==> src/rtl/xor_lrc_arbiter.sv <==
// xor_lrc_arbiter: round-robin arbiter sharing one XOR (LRC) accumulator among N packet sources.
module xor_lrc_arbiter #(
    parameter int W  = 8,
    parameter int N  = 4,
    parameter int IW = $clog2(N)
) (
    input  logic            clk,
    input  logic            rst,
    input  logic [N-1:0]    req,
    output logic [N-1:0]    gnt,
    input  logic [N-1:0]    s_valid,
    input  logic [N*W-1:0]  s_data,
    input  logic [N-1:0]    s_last,
    output logic [N-1:0]    s_ready,
    output logic            out_valid,
    output logic [W-1:0]    out_sum,
    output logic [IW-1:0]   out_id,
    input  logic            out_ready
);
    typedef enum logic [1:0] {IDLE, BUSY, DONE} state_t;
    state_t state;
    logic [W-1:0] acc;
    logic [W-1:0] word;
    logic [IW-1:0] ptr;
    logic [IW-1:0] pick;
    logic take;
    always_comb begin
        pick = '0;
        for (int k = N - 1; k >= 0; k--)
            if (req[(int'(ptr) + k) % N]) pick = IW'((int'(ptr) + k) % N);
    end
    // out_id doubles as the granted index while BUSY
    assign word    = s_data[out_id*W +: W];
    assign take    = (state == BUSY) && s_valid[out_id];
    assign s_ready = (state == BUSY) ? gnt : '0;
    always_ff @(posedge clk or posedge rst) begin
        if (rst) begin
            state     <= IDLE;
            gnt       <= '0;
            out_valid <= 1'b0;
            out_sum   <= '0;
            out_id    <= '0;
            acc       <= '0;
            ptr       <= '0;
        end else begin
            case (state)
                IDLE: if (|req) begin
                    gnt       <= '0;
                    gnt[pick] <= 1'b1;
                    out_id    <= pick;
                    acc       <= '0;
                    state     <= BUSY;
                end
                BUSY: if (take) begin
                    acc <= acc ^ word;
                    if (s_last[out_id]) begin
                        out_sum   <= acc ^ word;
                        out_valid <= 1'b1;
                        gnt       <= '0;
                        ptr       <= (out_id == IW'(N - 1)) ? '0 : out_id + 1'b1;
                        state     <= DONE;
                    end
                end
                DONE: if (out_ready) begin
                    out_valid <= 1'b0;
                    state     <= IDLE;
                end
                default: state <= IDLE;
            endcase
        end
    end
endmodule

==> config.mk <==
export PLATFORM = sky130hd
export DESIGN_NAME = xor_lrc_arbiter
export DESIGN_NICKNAME = d
export VERILOG_FILES = /design/src/rtl/xor_lrc_arbiter.sv
export SDC_FILE = /design/constraint.sdc
export NUM_CORES = 1
export LEC_CHECK = 0
export CAP_MARGIN = 5
export CORE_ASPECT_RATIO = 0.6
export CORE_MARGIN = 5
export CORE_UTILIZATION = 46
export DETAILED_ROUTE_END_ITERATION = 10
export PLACE_DENSITY = 0.85
export SLEW_MARGIN = 20
export SYNTH_ARGS = -nofsm -noshare
export SYNTH_HDL_FRONTEND = slang
export SYNTH_SLANG_ARGS = --single-unit
==> constraint.sdc <==
create_clock -name clk -period 5 [get_ports clk]
set_input_delay 1 -clock clk [delete_from_list [all_inputs] [get_ports clk]]
set_output_delay 1 -clock clk [all_outputs]
set_load 0.03 [all_outputs]
; ---- Word level (Yosys, flattened, before mapping)
; Index checks and enable logic that the tools add are counted.
; W data, S select, Z words.
[totals]
ff_bits = 27
input_bits = 47
out_inout_bits = 19
[classes]
add_sub_neg = 4
order_cmp = 7
n_eq_ne = 7
shift = 1
muxes = 39
n_bitwise = 4
reduce_logical = 15
[ops]
columns = operator, n
row1 = $shiftx A32 B6 Y8, 1
row2 = $mux W2, 9
row3 = $mux W4, 4
row4 = $mux W8, 2
row5 = $pmux W8 S2, 1
row6 = $mux W1, 13
row7 = $bmux W1 S2, 6
row8 = $lt A3 B4 Y1 const B, 3
row9 = $reduce_and A4 Y1, 3
row10 = $lt A2 B3 Y1 const B, 3
row11 = $pmux W4 S2, 1
row12 = $xor A8 B8 Y8, 1
row13 = $ne A2 B2 Y1 const B, 3
row14 = $pmux W2 S3, 1
row15 = $reduce_and A3 Y1, 2
row16 = $reduce_or A2 Y1, 3
row17 = $add A2 B1 Y2 const B, 2
row18 = $add A2 B2 Y2 const B, 2
row19 = $eq A2 B2 Y1 const B, 2
row20 = $reduce_bool A2 Y1, 2
row21 = $reduce_or A4 Y1, 1
row22 = $and A1 B1 Y1 const A, 3
row23 = $demux W1 S2, 1
row24 = $eq A2 B1 Y1 const B, 1
row25 = other kinds (6), 7

; ---- Depth between registers and ports, before layout
; Gate-level depths: netlist (run 1).
[logic_depth]
word_depth = 16
depth_mapped = 6
mapped_depth_nobuf = 4

; ---- Least setup slack after synthesis (run 1)
; No wires, ideal clock.
[synth_timing]
kind = input port to flip-flop
start = input req[2]
end = register gnt[1]
arrival_ps = 2045
t_required_ps = 4879
setup_slack_ps = 2834
cell_stages = 4
path_buffers = 0
path_cell_list = or4_4 > nand2_2 > and4b_1 > a22o_1
[synth_via]
elab_chain_cells = 13
word_cells_on_any_way = 25
cone_classes = order compare (2) / eq/ne (1) / mux (19) / reduce/logical (3)
[synth_lines]
columns = element, line_no
row1 = from (decl), 9  ; input logic [N-1:0] req,
row2 = $bmux W1 S2, 30  ; if (req[(int'(ptr) + k) % N]) pick = IW'((int'(ptr) + k) % N);
row3 = $mux W1 (not written as such) (2 in series), 30
row4 = $mux W2 (4 in series), 30
row5 = $lt A2 B3 Y1 (not written as such) or $ge A2 B1 Y1 (tied branches), 49  ; gnt[pick] <= 1'b1;
row6 = $logic_and A1 B1 Y1 (not written as such), 49
row7 = $mux W1 (not written as such), 49
row8 = $demux W1 S2, 49
row9 = $mux W4, 47  ; IDLE: if (|req) begin
row10 = $pmux W4 S2, 46  ; case (state)
row11 = to (signal assigned), 48  ; gnt <= '0;
row12 = "to (signal, indexed assignment)", 49
row13 = to (signal assigned), 59  ; gnt <= '0;
row14 = to (decl), 10  ; output logic [N-1:0] gnt,
; Several ways; a longest one is shown, not always the timed one. The select of a mux whose other input is x is not followed.
; A chain may end at the register's enable or synchronous reset.

; ---- Worst setup path in the final report (run 1)
[layout_timing]
start = register state[1]
end = output s_ready[1]
[layout_via]
elab_chain_cells = 2
[layout_lines]
columns = element, line_no
row1 = from (decl), 21  ; state_t state;
row2 = from (signal assigned), 38  ; state <= IDLE;
row3 = from (signal assigned), 52  ; state <= BUSY;
row4 = from (signal assigned), 61  ; state <= DONE;
row5 = $eq A2 B1 Y1, 35  ; assign s_ready = (state == BUSY) ? gnt : '0;
row6 = $mux W4, 35
row7 = to (decl), 14  ; output logic [N-1:0] s_ready,
; No other way between the ends.

==> flow_summary.ini, run 1 <==
[floorplanning]
pin_count = 66
die_height_um = 55.2
initial_core_util_pct = 47.9
rows = 16
die_width_um = 85.3
die_area_um2 = 4700
core_um2 = 3260

[cts]
cts_tree = yes
post-cts-setup-buffer-count = 0
cts_buffers = 3
insertion_delay_ns = 0.28
cts-resized-gates = 0
cts-root-buf = clkbuf_8
clk_pin_slew_worst_paths_ns = 0.10
clockBufferDepth = 2
cts.sinks = 27
htreeDepth = 1
cts_hold_buf = 0

[synthesis]
synthXorXnorAreaFrac_pct = 4.48
muxShareOfSynthArea_pct = 15.1
yosys.area_share.simple_pct = 14.9
synth_top_family_by_area = compound AO/OA/AOI/OAI gates
synthAdderAreaFrac_pct = 0.800
synth_compound_area_share_pct = 18.4
synthesis.nets = 186
seq_area_frac_synth_pct = 43.2
synth_area_um2 = 1560
avgSynthCellArea_um2 = 11.3
synth_cell_types = 33
synthCells = 138
ys_seq_elements = 27
ys_warn_count = 0

[sta]
period_minus_slack_ns = 3.08
hold_viol_final = 0
grt_setup_unrepaired = false
fmax_ghz = 0.324
fin_crit_sh_pct = 61.7
worst_slew_pin_slew_ns = 0.750
skew_ns = 0.00734
max_slew_margin_pct = 50.0
finalSetupViolCount = 0
finalWorstSetupSlack_ns = 1.92
drv_slew = 0
tns_ns = 0

[critical_path]
cpPeakStageDelay_ns = 0.67
path_delay_family = simple AND/OR/NAND/NOR gates
critical_path_class = reg -> out
path_buf_inv = 1
crit_required_ns = 4.00
crit_fanout = 9
worstPathArrival_ns = 2.08
cp-end-kind = output pin
critical-path-slowest-cell = clkdlybuf4s50_1
critPathLaunchType = flip-flop
cp_cell_sequence = nor2b_1, and2_1, clkdlybuf4s50_1

[power_and_ir_drop]
ir_drop_v = 0.000272
internal-power_w = 0.000751
p_per_area_nw_per_um2 = 586
clock_power_share_pct = 9.6
p_leak_nw = 0.965
p_sw_w = 0.000586
switching_share_pct = 43.8
seq_power_share_pct = 31.6
comb_power_share_pct = 58.7

[global_routing]
antenna_found_initial = 0
grt_pass1_vias = 1379
grtUsageTotal_pct = 18.3
grt_max_degree = 28
grt_overflow_total = 0
grt_first_pass_wirelength_um = 6510

[final_layout]
layout_common_cells = clkdlybuf4s50_1 (65), dfrtp_1 (27), o21ai_0 (20), nand2_1 (14)
syn_to_final_growth_pct = 45.9
drive_gt1_share_pct = 10.9
nets = 250
final_common_cell = clkdlybuf4s50_1
ff_latch_area_um2 = 676
fillCellCount = 240
antenna_cells = 0
multiInputGateArea_um2 = 840

[detailed_routing]
detail-route-antenna-nets = 0
met3_length_um = 289
wl_per_cell_um = 15.8
vias = 1333
routed-wl-met2_um = 1960
drc_errors = 0
first_pass_iters = 4
totalWireLength_um = 3880
routed.top_layer = met4
avgViaCountPerCell = 5.42
first_iter_violations = 32
met1Wirelength_um = 1620

[run]
maxCapViolCount = 0

[place]
port_buffers = 65
place_hpwl_um = 3160
post-place-ws_ns = 1.97
gp_congestion = 0.821

[status]
status = finished, final reports clean

[min_path]
hold_path.class = reg -> reg
==> routing by layer <==
layer / GRT usage, % / vias to the layer above
li1: - / 631
met1: 20.9 / 656
met2: 34.1 / 42
met3: 6.21 / 4
met4: 3.95 / 0
met5: 0 / -
==> layout make-up <==
cell class              count  share of cell area (%)
inverters                   3                   0.493
flip-flops and latches     27                    29.6
repair buffers             65                    28.5
clock buffers               3                    1.81
clock inverters             1                   0.329
well taps                  45                    2.47
multi-input cells         102                    36.8
==> synthesized netlist by cell type <==
library cell | n | area, um2
dfrtp_1 | 27 | 676
o21bai_1 | 1 | 7.51
a31oi_1 | 1 | 6.26
nor2_1 | 2 | 7.51
nand2_1 | 14 | 52.6
o31ai_1 | 1 | 7.51
xnor2_1 | 8 | 70.1
a22o_4 | 1 | 17.5
a22o_1 | 4 | 35.0
ha_1 | 1 | 12.5
or4_4 | 1 | 11.3
buf_2 | 3 | 15.0
mux4_2 | 10 | 225
nand2b_1 | 1 | 6.26
nand3_1 | 1 | 5.00
buf_4 | 1 | 7.51
buf_6 | 1 | 11.3
and4b_1 | 1 | 10.0
a21o_1 | 10 | 75.1
a21boi_0 | 1 | 7.51
clkbuf_1 | 1 | 3.75
o21ai_4 | 1 | 16.3
mux2_2 | 1 | 11.3
o22ai_1 | 1 | 6.26
nand2_2 | 1 | 6.26
nand2_4 | 1 | 11.3
and2_1 | 4 | 25.0
o21ai_0 | 20 | 100
nor2b_1 | 5 | 31.3
nor3b_1 | 8 | 60.1
o22a_1 | 1 | 8.76
inv_1 | 3 | 11.3
or2_2 | 1 | 6.26
==> cell families (layout without fill, tap and decap cells) <==
group | count (synthesis) | in the layout
compound gates | 42 | 42
mux | 11 | 11
fa+ha+maj | 1 | 1
simple gates | 40 | 40
xor+xnor | 8 | 8
flops | 27 | 27
buf+inv | 9 | 72
==> worst reg2reg max path, delay by kind of cell, from the launching register on <==
kind | cells | cell delay, ns
DFF | 1 | 0.84
muxes | 2 | 1.08
and+or+nand+nor | 1 | 0.58
==> path summary, 6_finish.rpt <==
kind | start | endpoint | slack [ns] | cells after the start
min reg2reg | out_sum[1] | out_sum[1] | 0.49 | 2
max in group asynchronous | rst | out_sum[3] | 3.55 | 2
max | state[1] | s_ready[1] | 1.92 | 3
min | out_sum[1] | out_sum[1] | 0.49 | 2
min in group asynchronous | rst | out_sum[6] | 1.07 | 2
max reg2reg | out_id[0] | ptr[1] | 2.39 | 3
==> flip-flops by register name, summed over array words and instances, names as in the netlist <==
name	cells
gnt	4
out_valid	1
acc	8
ptr	2
out_sum	8
out_id	2
state	2
==> power groups by stage <==
stage                     Clock [W]  Sequential (W)  Combinational, W
after CTS                  0.000130        0.000423          0.000795
after global placement            0        0.000420          0.000765
after detailed placement          0        0.000426          0.000794
after global routing       0.000137        0.000441          0.000867
final                      0.000129        0.000423          0.000785
after floorplan                   0        0.000482          0.000489
==> metrics by stage <==
| step | instances | utilization [%] | power [W] | hold slack, ns | instance area, um2 |
|---|---|---|---|---|---|
| 6_report | 246 | 69.9 | 0.00134 | 0.491 | 2280 |
| 5_1_grt | 246 | 69.9 | 0.00144 | 0.528 | 2280 |
| 4_1_cts | 246 | 69.9 | 0.00135 | 0.497 | 2280 |
| 3_5_place_dp | 242 | 68.4 | 0.00122 | 0.475 | 2230 |
| 3_3_place_gp | 242 | 68.4 | 0.00119 | 0.465 | 2230 |
| 2_1_floorplan | 138 | - | 0.000971 | 0.489 | 1560 |
Power figures use the tool's default switching activity.
==> inputs of run 2 (changes only) <==
CORE_UTILIZATION = 38   (was 46)
PLACE_DENSITY = 0.75   (was 0.85)
clock period = 2.77 ns   (was 5 ns; I/O delays follow)
==> run 2 against run 1 <==
  * Combinational power is 97% higher
  * Critical path type unchanged
  * Power increased by 84%
  * First-iteration DRC count is 75% higher
  * Sequential power grew 65%
  * Worst hold slack worse by 0.0056 ns
==> flow_summary.ini, run 2 (synthesis gave the netlist of run 1 again) <==
[sta]
finalWorstSetupSlack_ns = 0.429
grt_setup_unrepaired = false
drv_slew = 0
finalSetupViolCount = 0
tns_ns = 0
skew_ns = 0.00333
period_minus_slack_ns = 2.34
hold_slack_ns = 0.485
fin_crit_sh_pct = 84.5
fmax_ghz = 0.427
max_slew_margin_pct = 76.4
worst_slew_pin_slew_ns = 0.351
hold_viol_final = 0

[global_routing]
grtUsageTotal_pct = 15.9
grt_util_met3_pct = 5.16
busiest_layer = met2
grt_util_met2_pct = 28.5
grt_max_degree = 28
antenna_found_initial = 0
grt_pass1_vias = 1451
grt_use_met1_pct = 18.7
grt_overflow_total = 0
grt_first_pass_wirelength_um = 6780

[final_layout]
reg_top3 = acc: 8 flops, out_sum: 8 flops, gnt: 4 flops
stdcell_area_um2 = 2330
final_core_util_pct = 57.8
nets = 256
layout_common_cells = clkdlybuf4s50_1 (65), dfrtp_1 (27), o21ai_0 (20), nand2_1 (14)
final_common_cell = clkdlybuf4s50_1
antenna_cells = 0
syn_to_final_growth_pct = 49.0
drive_gt1_share_pct = 12.6

[cts]
post-cts-setup-buffer-count = 0
insertion_delay_ns = 0.27
cts-resized-gates = 0
cts_buffers = 3
cts_tree = yes
htreeDepth = 1
cts-root-buf = clkbuf_8
clk_pin_slew_worst_paths_ns = 0.09
cts_hold_buf = 0
clockBufferDepth = 2
cts.sinks = 27

[floorplanning]
pin_count = 66
initial_core_util_pct = 38.8
die_height_um = 59.7
core_um2 = 4030
rows = 18
die_width_um = 92.8
die_area_um2 = 5540

[status]
status = finished, final reports clean

[detailed_routing]
detail-route-antenna-nets = 0
wl_per_cell_um = 15.8
vias = 1348
drc_errors = 0
totalWireLength_um = 4050
first_pass_iters = 4
first_iter_violations = 56
avgViaCountPerCell = 5.25

[run]
maxCapViolCount = 0

[min_path]
hold_path.class = reg -> reg

[critical_path]
critical_path_class = reg -> out
critical-path-slowest-cell = clkdlybuf4s50_1
critPathLaunchType = flip-flop
path_delay_family = buffers and inverters
worstPathArrival_ns = 1.79
path_buf_inv = 2
cp_cell_sequence = nor2b_1, buf_4, and2_1, clkdlybuf4s50_1
crit_required_ns = 2.22
cpPeakStageDelay_ns = 0.67
crit_fanout = 9
cp-end-kind = output pin

[place]
gp_congestion = 0.847
place_hpwl_um = 3310
port_buffers = 65
post-place-ws_ns = 0.474
placed_area_um2 = 2280

[power_and_ir_drop]
ir_drop_v = 0.000398
p_leak_nw = 0.996
p_per_area_nw_per_um2 = 1060
[run 2: path summary, 6_finish.rpt]
kind,startpoint,end,slack [ns],depth (start not counted)
max,state[1],s_ready[0],0.43,4
min,out_sum[1],out_sum[1],0.48,2
max reg2reg,out_id[0],acc[0],1.02,4
min reg2reg,out_sum[1],out_sum[1],0.48,2
max in group asynchronous,rst,ptr[1],1.88,3
min in group asynchronous,rst,gnt[1],0.64,3
[run 2: worst min-delay path, stage by stage, from the launching register on]
cell and delay, ns:
dfrtp_1 0.35, nand2_1 0.04, o21ai_0 0.06
[run 2: metal layers]
layer,vias up,part of all wire (%),wire length (um)
met1,651,42,1700
met5,-,0,0
met2,52,49,2000
met3,6,7.5,304
li1,639,-,-
met4,0,1.1,46
[run 2: power by group]
group	internal (W)	switching, W	leakage (nW)	total, W
Combinational	0.000734	0.000815	0.631	0.00155
Sequential	0.000566	0.000133	0.341	0.000699
Clock	0.000103	0.000116	0.0228	0.000219
[run 2: area by class of cell]
type	count	area (um2)
flip-flops and latches	27	676
inverters	3	11.3
well taps	50	62.6
multi-input cells	102	840
fillers	355	1700
repair buffers	71	696
clock buffers	4	45.0
[run 2: through the flow]
stage	instances	total power, W
after floorplan	138	0.00175
after global placement	253	0.00220
after detailed placement	253	0.00227
after CTS	257	0.00249
after global routing	257	0.00266
final	257	0.00247
==> inputs of run 3 (changes only) <==
clock period = 2.1 ns   (was 2.77 ns; I/O delays follow)
==> run 3 against run 2 <==
  * Clock power rose by 37%
  * Critical path type unchanged
  * Die area unchanged
  * Via count fell by 1.2%
  * Sequential share of layout area down 0.093 points
  * Worst hold slack improved by 0.0059 ns
  * Worst setup slack worse by 0.17 ns
  * First-iteration DRC count up 38%
  * Critical path depth decreased by 2
  * Sequential power is 32% higher
  * Non-clock buffer count rose by 2
  * Count of clock-buffer cells in the layout down 1
  * Highest routed layer unchanged
  * Clock skew fell by 0.00069 ns
==> flow_summary.ini, run 3 (synthesis gave the netlist of run 1 again) <==
[floorplanning]
rows = 18
pin_count = 66
die_area_um2 = 5540
core_um2 = 4030
die_height_um = 59.7
initial_core_util_pct = 38.8
die_width_um = 92.8

[global_routing]
grt_max_degree = 28
grt_first_pass_wirelength_um = 6520
grt_overflow_total = 0
grtUsageTotal_pct = 15.1
antenna_found_initial = 0
grt_pass1_vias = 1427

[critical_path]
critical-path-slowest-cell = dfrtp_1
path_delay_family = buffers and inverters
rr_worst_depth = 4
path_buf_inv = 2
critPathLaunchType = flip-flop
cp-end-kind = output pin
r2r-end = out_sum[5]
critical_path_class = reg -> out
reg2reg_from = out_id[0]
cp-endpoint = out_id[0]
rrSetupSlack_ns = 0.33
cp_cell_sequence = buf_4, dlygate4sd2_1
cpPeakStageDelay_ns = 0.49
crit_required_ns = 1.68
crit_cells = 2
crit_start = out_id[0]
worstPathArrival_ns = 1.42
crit_fanout = 7

[place]
place_hpwl_um = 3230
post-place-ws_ns = 0.0347
gp_congestion = 0.809
port_buffers = 65

[sta]
fin_crit_sh_pct = 87.5
hold_viol_final = 0
max_slew_margin_pct = 75.4
finalWorstSetupSlack_ns = 0.263
finalSetupViolCount = 0
grt_setup_unrepaired = false
fmax_ghz = 0.544
skew_ns = 0.00264
worst_slew_pin_slew_ns = 0.369
drv_slew = 0
period_minus_slack_ns = 1.84
tns_ns = 0

[detailed_routing]
wl_per_cell_um = 15.3
first_iter_violations = 77
detail-route-antenna-nets = 0
first_pass_iters = 4
avgViaCountPerCell = 5.14
vias = 1332
drc_errors = 0
totalWireLength_um = 3980

[power_and_ir_drop]
switching_share_pct = 43.2
p_sw_w = 0.00141
internal-power_w = 0.00185
p_per_area_nw_per_um2 = 1390
seq_power_share_pct = 28.3
comb_power_share_pct = 62.5
p_leak_nw = 1.01
clock_power_share_pct = 9.2
ir_drop_v = 0.000626

[cts]
cts_buffers = 3
clk_pin_slew_worst_paths_ns = 0.10
cts-root-buf = clkbuf_8
cts.sinks = 27
cts_tree = yes
htreeDepth = 1
clockBufferDepth = 2
insertion_delay_ns = 0.27
cts_hold_buf = 0

[final_layout]
final_common_cell = clkdlybuf4s50_1
layout_common_cells = clkdlybuf4s50_1 (60), dfrtp_1 (27), o21ai_0 (20), nand2_1 (14), buf_4 (12)
multiInputGateArea_um2 = 840
drive_gt1_share_pct = 15.8
nets = 258
fillCellCount = 346
reg_top3 = acc: 8 flops, out_sum: 8 flops, gnt: 4 flops
syn_to_final_growth_pct = 49.4
antenna_cells = 0
ff_latch_area_um2 = 676

[min_path]
hold_path.class = reg -> reg

[run]
maxCapViolCount = 0

[status]
status = finished, final reports clean
-- run 3: stage by stage --
stage | area, um2 | utilization (%) | hold slack, ns | total power (W) | instances
2_1_floorplan | 1560 | - | 0.473 | 0.00231 | 138
3_3_place_gp | 2290 | 56.8 | 0.466 | 0.00292 | 255
3_5_place_dp | 2290 | 56.8 | 0.477 | 0.00298 | 255
4_1_cts | 2340 | 58.0 | 0.499 | 0.00328 | 259
5_1_grt | 2340 | 58.0 | 0.514 | 0.00348 | 259
6_report | 2340 | 58.0 | 0.491 | 0.00326 | 259
-- run 3: worst min-delay path by stage --
stage / startpoint / endpoint / slack (ns) / cells after the start
2_1_floorplan: rst / acc[0] / 0.47 / 1
3_3_place_gp: out_sum[1] / out_sum[1] / 0.47 / 2
3_5_place_dp: out_sum[1] / out_sum[1] / 0.48 / 2
4_1_cts: out_sum[1] / out_sum[1] / 0.50 / 2
5_1_grt: out_sum[6] / out_sum[6] / 0.51 / 2
6_report: out_sum[1] / out_sum[1] / 0.49 / 2
-- run 3: area by class of cell --
class	count	area share [%]
clock inverters	1	0.321
repair buffers	73	29.9
flip-flops and latches	27	28.9
well taps	50	2.68
inverters	3	0.482
clock buffers	3	1.77
multi-input cells	102	35.9
-- run 3: per-layer routing --
metal | global-route usage [%] | vias to the layer above | share of wire (%) | wire length (um)
met3 | 5.16 | 2 | 7.3 | 290
met1 | 19.0 | 638 | 45 | 1800
li1 | - | 649 | - | -
met4 | 3.34 | 0 | 0.58 | 23
met5 | 0 | - | 0 | 0
met2 | 25.5 | 43 | 47 | 1860
-- run 3: what timing repair did --
item,4_1_cts,5_1_grt
hold endpoints to repair,0,0
setup endpoints to repair,1,0
resized for setup,1,0
setup buffers,0,0
-- run 3: worst min-delay path, stage by stage (launching register included) --
cell	delay (ns)
dfrtp_1	0.35
nand2_1	0.05
o21ai_0	0.06
-- run 3: power groups by stage --
stage | Combinational [W] | Clock [W] | Sequential, W
finish | 0.00203 | 0.000300 | 0.000923
global route | 0.00221 | 0.000324 | 0.000952
detailed placement | 0.00205 | 0 | 0.000936
floorplan | 0.00116 | 0 | 0.00115
global placement | 0.00199 | 0 | 0.000927
CTS | 0.00205 | 0.000306 | 0.000927
